[src/rtl/sub_arbiter.sv]
// Round-robin arbiter that time-shares one external WIDTH-bit subtractor between
// N_REQ requesters, returning each difference on a single tagged response channel.
module sub_arbiter #(
   parameter int N_REQ = 4,
   parameter int WIDTH = 64,
   parameter int ID_W  = 2
) (
   input  logic                   clk,
   input  logic                   rst,
   input  logic [N_REQ-1:0]       req_valid,
   output logic [N_REQ-1:0]       req_ready,
   input  logic [N_REQ*WIDTH-1:0] req_a,
   input  logic [N_REQ*WIDTH-1:0] req_b,
   output logic [WIDTH-1:0]       sub_a,
   output logic [WIDTH-1:0]       sub_b,
   input  logic [WIDTH-1:0]       sub_result,
   output logic                   rsp_valid,
   input  logic                   rsp_ready,
   output logic [ID_W-1:0]        rsp_id,
   output logic [WIDTH-1:0]       rsp_data,
   output logic                   rsp_borrow
);

   typedef enum logic [1:0] {IDLE, ISSUE, RESP} state_t;

   state_t            state, state_next;
   logic [ID_W-1:0]   rr_ptr, id_q, grant_idx, cand;
   logic              grant_found, accept, complete;
   logic [WIDTH-1:0]  op_a, op_b, sel_a, sel_b;

   // Scan downward so the last hit, i.e. the one closest to rr_ptr, wins.
   always_comb begin
      grant_found = 1'b0;
      grant_idx   = '0;
      cand        = '0;
      for (int k = N_REQ-1; k >= 0; k--) begin
         cand = ID_W'((int'(rr_ptr) + k) % N_REQ);
         if (req_valid[cand]) begin
            grant_found = 1'b1;
            grant_idx   = cand;
         end
      end
   end

   always_comb begin
      sel_a = '0;
      sel_b = '0;
      for (int i = 0; i < N_REQ; i++) begin
         if (grant_idx == ID_W'(i)) begin
            sel_a = req_a[i*WIDTH +: WIDTH];
            sel_b = req_b[i*WIDTH +: WIDTH];
         end
      end
   end

   assign accept   = (state == IDLE) && grant_found;
   assign complete = (state == RESP) && rsp_ready;

   always_comb begin
      req_ready = '0;
      for (int i = 0; i < N_REQ; i++) begin
         req_ready[i] = accept && (grant_idx == ID_W'(i));
      end
   end

   assign sub_a = op_a;
   assign sub_b = op_b;

   always_ff @(posedge clk) begin
      if (rst) state <= IDLE;
      else     state <= state_next;
   end

   always_comb begin
      state_next = state;
      case (state)
         IDLE:    if (accept)   state_next = ISSUE;
         ISSUE:                 state_next = RESP;
         RESP:    if (complete) state_next = IDLE;
         default:               state_next = IDLE;
      endcase
   end

   // The pointer only moves when a response retires, so a stalled response
   // cannot let later requesters overtake the fairness order.
   always_ff @(posedge clk) begin
      if (rst) begin
         rr_ptr     <= '0;
         id_q       <= '0;
         op_a       <= '0;
         op_b       <= '0;
         rsp_valid  <= 1'b0;
         rsp_id     <= '0;
         rsp_data   <= '0;
         rsp_borrow <= 1'b0;
      end else begin
         if (accept) begin
            op_a <= sel_a;
            op_b <= sel_b;
            id_q <= grant_idx;
         end
         if (state == ISSUE) begin
            rsp_data   <= sub_result;
            rsp_borrow <= (op_a < op_b);
            rsp_id     <= id_q;
            rsp_valid  <= 1'b1;
         end
         if (complete) begin
            rsp_valid <= 1'b0;
            rr_ptr    <= ID_W'((int'(id_q) + 1) % N_REQ);
         end
      end
   end

endmodule

[config.mk]
export PLATFORM = sky130hd
export DESIGN_NAME = sub_arbiter
export DESIGN_NICKNAME = d
export VERILOG_FILES = /design/src/rtl/sub_arbiter.sv
export SDC_FILE = /design/constraint.sdc
export NUM_CORES = 1
export LEC_CHECK = 0
export ABC_AREA = 1
export BUFFER_PORTS_ARGS = -buffer_cell sky130_fd_sc_hd__buf_2
export CAP_MARGIN = 20
export CORE_AREA = 2 2 303 305
export CTS_CLUSTER_SIZE = 25
export DETAILED_ROUTE_END_ITERATION = 16
export DIE_AREA = 0 0 305 307
export PLACE_DENSITY = 0.42
export SLEW_MARGIN = 10
export SYNTH_ARGS = -nofsm -noshare
export SYNTH_HDL_FRONTEND = slang
export SYNTH_SLANG_ARGS = --single-unit
[constraint.sdc]
create_clock -name clk -period 2.45 [get_ports clk]
set_input_delay 0.735 -clock clk [delete_from_list [all_inputs] [get_ports clk]]
set_output_delay 0.735 -clock clk [all_outputs]
set_load 0.03 [all_outputs]
==> flow_summary.json, run 1 <==
{
  "outcome": "complete, but fails checks",
  "violations": "negative setup slack",
  "r2r_slack_ps": 50,
  "vias": 17300,
  "nets": 3635,
  "crit_path_end_kind": "primary output",
  "dieHeight_um": 307,
  "cp_max_fo": 8,
  "hp-class": "input port to flop",
  "cp.depth": 10,
  "power_uw": 16800,
  "drive_gt1_frac": 0.345,
  "setup_violations": 4,
  "initial_utilization": 0.145,
  "worst_slew_margin_rel": 0.506,
  "fin_ws_ps": -466,
  "numCtsBuffers": 28,
  "numPortBuffers": 782,
  "worstMarginPinSlew_ps": 741,
  "vdd_ir_drop_max_v": 0.000473,
  "utilization": 0.229,
  "routed_via_density": 4.10,
  "min_period_ps": 2920,
  "layout.cells.non_filler": 4212,
  "drt_wl_total_um": 84300,
  "yosysSeqAreaShare": 0.308,
  "synth-main-ff-cell": "dfxtp_1",
  "cts.path.max_buffers": 3,
  "crit_slowest_cell": "dfxtp_4",
  "clk_latency_ps": 610,
  "path_clk_slew_ps": 60,
  "dp_cells": 4127,
  "core_area_mm2": 0.0907,
  "yosysMostFrequentCell": "nand2_1",
  "whs_ps": 346,
  "min_period_over_period": 1.19,
  "crit_chain": "buf_8 > o21ai_4 > nand2_4 > nand2_2 > nand2_2 > nand3_4 > nand2_8 > buf_4 > nor2_4 > buf_6",
  "rr_startpoint": "rr_ptr[0]",
  "wl_per_cell_um": 20.0,
  "drtPass1Iterations": 5,
  "startpoint": "rr_ptr[0]",
  "reg2reg_depth": 18,
  "synth_edf_count": 0,
  "synth.top_cell.area_share": 0.308,
  "criticalPathCategory": "flop to primary output",
  "drc": 0,
  "htreeDepth": 1,
  "numClockSinks": 202,
  "power_leakage_uw": 0.0109,
  "ios": 783,
  "cts_hold_buf": 0,
  "gp_congestion": 0.858,
  "slowest_delay_ps": 400,
  "synth_common_cells": "598 x nand2_1, 399 x nor2_1, 217 x o21ai_0",
  "syn_area_mm2": 0.0131,
  "synthCells": 2193,
  "worstPathRequired_ps": 1710,
  "critPathMostFrequentCell": "nand2_2",
  "row_count": 111,
  "syn-num-nets": 2839,
  "grt_max_degree": 92,
  "cellPowerDensity_mw_per_mm2": 807,
  "path_delay_family": "simple AND/OR/NAND/NOR gates",
  "antenna_found_initial": 31,
  "die_w_um": 305,
  "grt_pass1_vias": 16800,
  "hp-start": "sub_result[44]",
  "dieArea_mm2": 0.0936,
  "critical_path_arrival_ps": 2180,
  "rsz0062_at_grt": "yes",
  "ant_nets": 0,
  "report.final.slew_viol_count": 0,
  "max_cap_viol_count": 0,
  "synthTopCellsByArea": "dfxtp_1 31%, nand2_1 17%, nor2_1 11%",
  "syn_to_final_growth_pct": 57.9,
  "gr-usage-all-layers": 0.169,
  "async_reset_ff_frac": 0,
  "grt_overflow": 0,
  "hpwl_um": 66200,
  "synth_area_leader_cell": "dfxtp_1",
  "final_hold_viol_count": 0,
  "fmax_ghz": 0.343,
  "start_kind": "flop",
  "cts_tree": "built",
  "yosys_register_bits": 202,
  "yosys_warnings": 0,
  "clockRootBuffer": "clkbuf_16",
  "grt_pass1_wl_um": 117000,
  "finalClockSkew_ps": 23.0,
  "reg2reg_to": "sub_a[37]",
  "avgSynthCellArea_um2": 5.99,
  "path_buf_inv": 3,
  "yosysUniqueCellTypes": 34,
  "first_iter_violations": 1004,
  "crit_path_end": "req_ready[2]"
}
## repair_timing
| action | 4_1_cts | 5_1_grt |
|---|---|---|
| pin swaps | 18 | 15 |
| setup endpoints to repair | 6 | 94 |
| buffers inserted | 11 | 5 |
| gates cloned | 3 | 2 |
| resized for setup | 43 | 43 |
## how the worst min path moves through the flow
| stage | cells after the start | to | slack (ps) |
|---|---|---|---|
| after floorplan | 2 | rsp_id[0] | 460 |
| after global placement | 2 | rsp_borrow | 460 |
| after detailed placement | 2 | rsp_borrow | 460 |
| after CTS | 3 | rsp_data[44] | 300 |
| after global routing | 3 | rsp_data[33] | 310 |
| final | 3 | rsp_data[44] | 350 |
## layout by cell type (no fill, tap or decap), types with 19 or more instances in the layout
master / count
nor2_1: 386
clkbuf_16: 30
nand3_1: 167
o21ai_1: 19
o21ai_0: 215
buf_2: 778
a21oi_1: 88
nand4_1: 63
dfxtp_1: 200
buf_4: 92
inv_1: 178
buf_12: 24
ha_1: 63
nand2_1: 579
## worst min-delay path, cell delays in order
cell	delay, ps
buf_2	70
nor2_1	30
nor2_1	80
## through the flow
step	area [um2]	setup TNS, ps	worst slack [ps]
after detailed placement	19100	-35120	-502
after CTS	20500	-1950	-517
final	20800	-1800	-466
after floorplan	13300	-204	-82.0
after global routing	20700	-2730	-578
after global placement	19100	-36340	-504
## layer usage
| metal | vias to the layer above | track usage | wire [um] | share of wire |
|---|---|---|---|---|
| li1 | 8657 | - | - | - |
| met1 | 7848 | 0.223 | 37700 | 0.45 |
| met2 | 616 | 0.276 | 38600 | 0.46 |
| met3 | 123 | 0.0328 | 5130 | 0.061 |
| met4 | 18 | 0.0570 | 2750 | 0.033 |
| met5 | - | 0 | 124 | 0.0015 |
## area by class of cell
type / instances / area (um2)
clock inverter: 17 / 298
inverter: 189 / 737
sequential: 202 / 4050
antenna: 15 / 37.5
timing repair buffer: 912 / 5380
fill: 10500 / 69900
clock buffer: 35 / 767
multi-input combinational: 1656 / 8000
tap: 1186 / 1480
## where the power goes
group	total (uW)	switching, uW	leakage (uW)	internal [uW]
logic	7480	4920	0.00870	2560
registers	4440	604	0.00167	3840
clock network	4830	1860	0.000516	2970
total	16800	7390	0.0109	9360
## flip-flops by register name, indices dropped and copies added, names as in the netlist
signal / cells
sub_a: 64
sub_b: 64
rsp_data: 64
state: 2
rsp_id: 2
rsp_valid: 1
rr_ptr: 2
rsp_borrow: 1
id_q: 2
## logic make-up (layout without fill, tap and decap cells)
family                     Yosys count  after routing  share of synthesized area
and+or+nand+nor                   1259           1259                      0.394
other                                0             15                          0
adders and majority gates           63             63                     0.0600
DFF                                202            202                      0.308
AOI/OAI and AO/OA                  333            333                      0.130
xor gates and xnor gates             1              1                   0.000666
buffers and inverters              335           1153                      0.108
(Power assumes the default switching activity.)
==> run 2, diff against run 1 <==
ABC_AREA = unset   (was 1)
PLACE_DENSITY = 0.39   (was 0.42)
==> run 2 against run 1 <==
The flow still finishes with violations (negative setup slack). Sequential power is 9.5% lower. Total power shrank 26%. Clock skew fell by 3.6 ps. Largest power group unchanged.
==> flow_summary.json, run 2 <==
{
  "outcome": "complete, but fails checks",
  "violations": "negative setup slack",
  "regArea_mm2": 0.00405,
  "yosys_warnings": 0,
  "fin_area_mm2": 0.0183,
  "dieHeight_um": 307,
  "place_ws_ps": -273,
  "synth-main-ff-cell": "dfxtp_1",
  "drc": 0,
  "synth_area_leader_cell": "dfxtp_1",
  "final_cell_mix": "778 x buf_2, 200 x dfxtp_1, 141 x nand2_1",
  "worstMarginPinSlew_ps": 805,
  "nets": 2480,
  "core_area_mm2": 0.0907,
  "dieArea_mm2": 0.0936,
  "syn_area_mm2": 0.0111,
  "vdd_ir_drop_max_v": 0.000510,
  "grt_max_degree": 73,
  "drtPass1Iterations": 5,
  "numCtsBuffers": 27,
  "power_leakage_uw": 0.00837,
  "die_w_um": 305,
  "path_clk_slew_ps": 70,
  "async_reset_ff_frac": 0,
  "vias": 11900,
  "yosysUniqueCellTypes": 43,
  "worst_slew_margin_rel": 0.464,
  "gr-usage-all-layers": 0.126,
  "rsz0062_at_grt": "yes",
  "synth.top_cell.area_share": 0.364,
  "fin_ws_ps": -248,
  "final_common_cell": "buf_2",
  "synthCells": 1002,
  "synth_edf_count": 0,
  "initial_utilization": 0.122,
  "antenna_found_initial": 26,
  "numClockSinks": 202,
  "routed_via_density": 3.90,
  "first_iter_violations": 644,
  "clk_latency_ps": 600,
  "min_period_ps": 2700,
  "multiInputGateArea_mm2": 0.00659,
  "dr_wl_met3_um": 5190,
  "row_count": 111,
  "cts.path.max_buffers": 3,
  "hp-class": "input port to flop",
  "cts_hold_buf": 0,
  "routed.top_layer": "met5",
  "drive_gt1_frac": 0.582,
  "setup_violations": 4,
  "drt_wl_total_um": 63000,
  "crit_path_end_kind": "primary output",
  "yosysSeqAreaShare": 0.364,
  "max_cap_viol_count": 0,
  "final_hold_viol_count": 0,
  "ant_nets": 0,
  "criticalPathCategory": "flop to primary output",
  "ios": 783,
  "finalClockSkew_ps": 19.4,
  "power_uw": 12400,
  "numPortBuffers": 782,
  "grt_overflow": 0,
  "whs_ps": 370,
  "htreeDepth": 1,
  "hpwl_um": 53400,
  "synth_common_cells": "202 x dfxtp_1, 141 x nand2_1, 128 x a22o_1, 128 x mux4_2, 91 x a21oi_1",
  "yosys_register_bits": 202,
  "clockRootBuffer": "clkbuf_16",
  "setup_tns_ps": -869,
  "grt_pass1_wl_um": 86400,
  "wl_per_cell_um": 20.6,
  "wl_met2_um": 29200,
  "fillers": 10100,
  "grt_pass1_vias": 12400,
  "wirelength_met1_um": 26300,
  "cellPowerDensity_mw_per_mm2": 677,
  "cp_max_fo": 4,
  "yosysMostFrequentCell": "dfxtp_1",
  "cts_tree": "built",
  "syn-num-nets": 1648,
  "synthTopCellsByArea": "dfxtp_1 36%, mux4_2 26%, a22o_1 10%",
  "report.final.slew_viol_count": 0,
  "worstPathRequired_ps": 1710,
  "syn_to_final_growth_pct": 64.5,
  "placed_area_mm2": 0.0171,
  "gp_congestion": 0.928,
  "avgSynthCellArea_um2": 11.1,
  "start_kind": "flop",
  "critical_path_arrival_ps": 1960,
  "fmax_ghz": 0.371,
  "min_period_over_period": 1.10
}
[run 2: cell types whose count changed in the layout (fill, tap and decap cells not counted), moves of 9 or more]
cell	before	now
o21ai_0	215	10
mux4_2	0	128
buf_4	92	73
nand4_1	63	14
o21ai_1	19	0
nand3_1	167	5
buf_12	24	15
nor2_1	386	21
nor2_4	12	1
a22o_1	0	128
inv_1	178	64
nand2_2	15	0
nand2_1	579	141
nand3_2	14	0
[run 2: critical path, stage by stage, from the launching register on]
cell	delay, ps
dfxtp_4	370
mux2i_1	220
nor2_2	80
nor3_4	210
buf_12	140
nor3b_4	200
buf_6	160
[run 2: per-stage QoR]
stage                util  instances
finish              0.201       3053
global route        0.201       3052
CTS                 0.199       3031
detailed placement  0.189       2980
global placement    0.189       2980
floorplan               -       1002
[run 2: final timing paths]
path                       from      endpoint  slack, ps  cells after the start
hold / removal    sub_result[0]   rsp_data[0]        370                      3
setup / recovery      rr_ptr[1]  req_ready[3]       -250                      6
hold reg to reg    rsp_data[59]  rsp_data[59]        450                      2
setup reg to reg      rr_ptr[1]     sub_b[53]        110                      8
[run 2: logic make-up (layout without fill, tap and decap cells)]
kind of cell	after synthesis	in the layout	share of synthesized area
xor+xnor	1	1	0.000789
simple gates	204	204	0.0785
mux	130	130	0.261
buf+inv	144	994	0.0568
other cells	0	15	0
fa+ha+maj	63	63	0.0710
flops	202	202	0.364
compound gates	258	258	0.167
[run 2: timing repair]
action                                  CTS  global route
endpoints found under the setup margin    5           101
gates cloned                              0             3
gates resized for setup                  19            16
pin swaps                                 7             8
setup buffers                             5             6
[run 2: report_power, final]
group / internal (uW) / switching, uW
Combinational: 1870 / 2450
Clock: 2360 / 1670
Sequential: 3660 / 357
Total: 7890 / 4480
[run 2: routing by layer]
metal  global-route usage  up-vias
li1                     -     5503
met1                0.154     5755
met2                0.206      543
met3               0.0414       86
met4               0.0477       10
met5                    0        -
[run 2: final cells by class]
class                      instances  share of cell area
multi-input combinational        656               0.360
timing repair buffer             883               0.273
sequential                       202               0.222
tap                             1186              0.0812
clock buffer                      37              0.0412
inverter                          64              0.0131
clock inverter                    10             0.00692
antenna                           15             0.00205
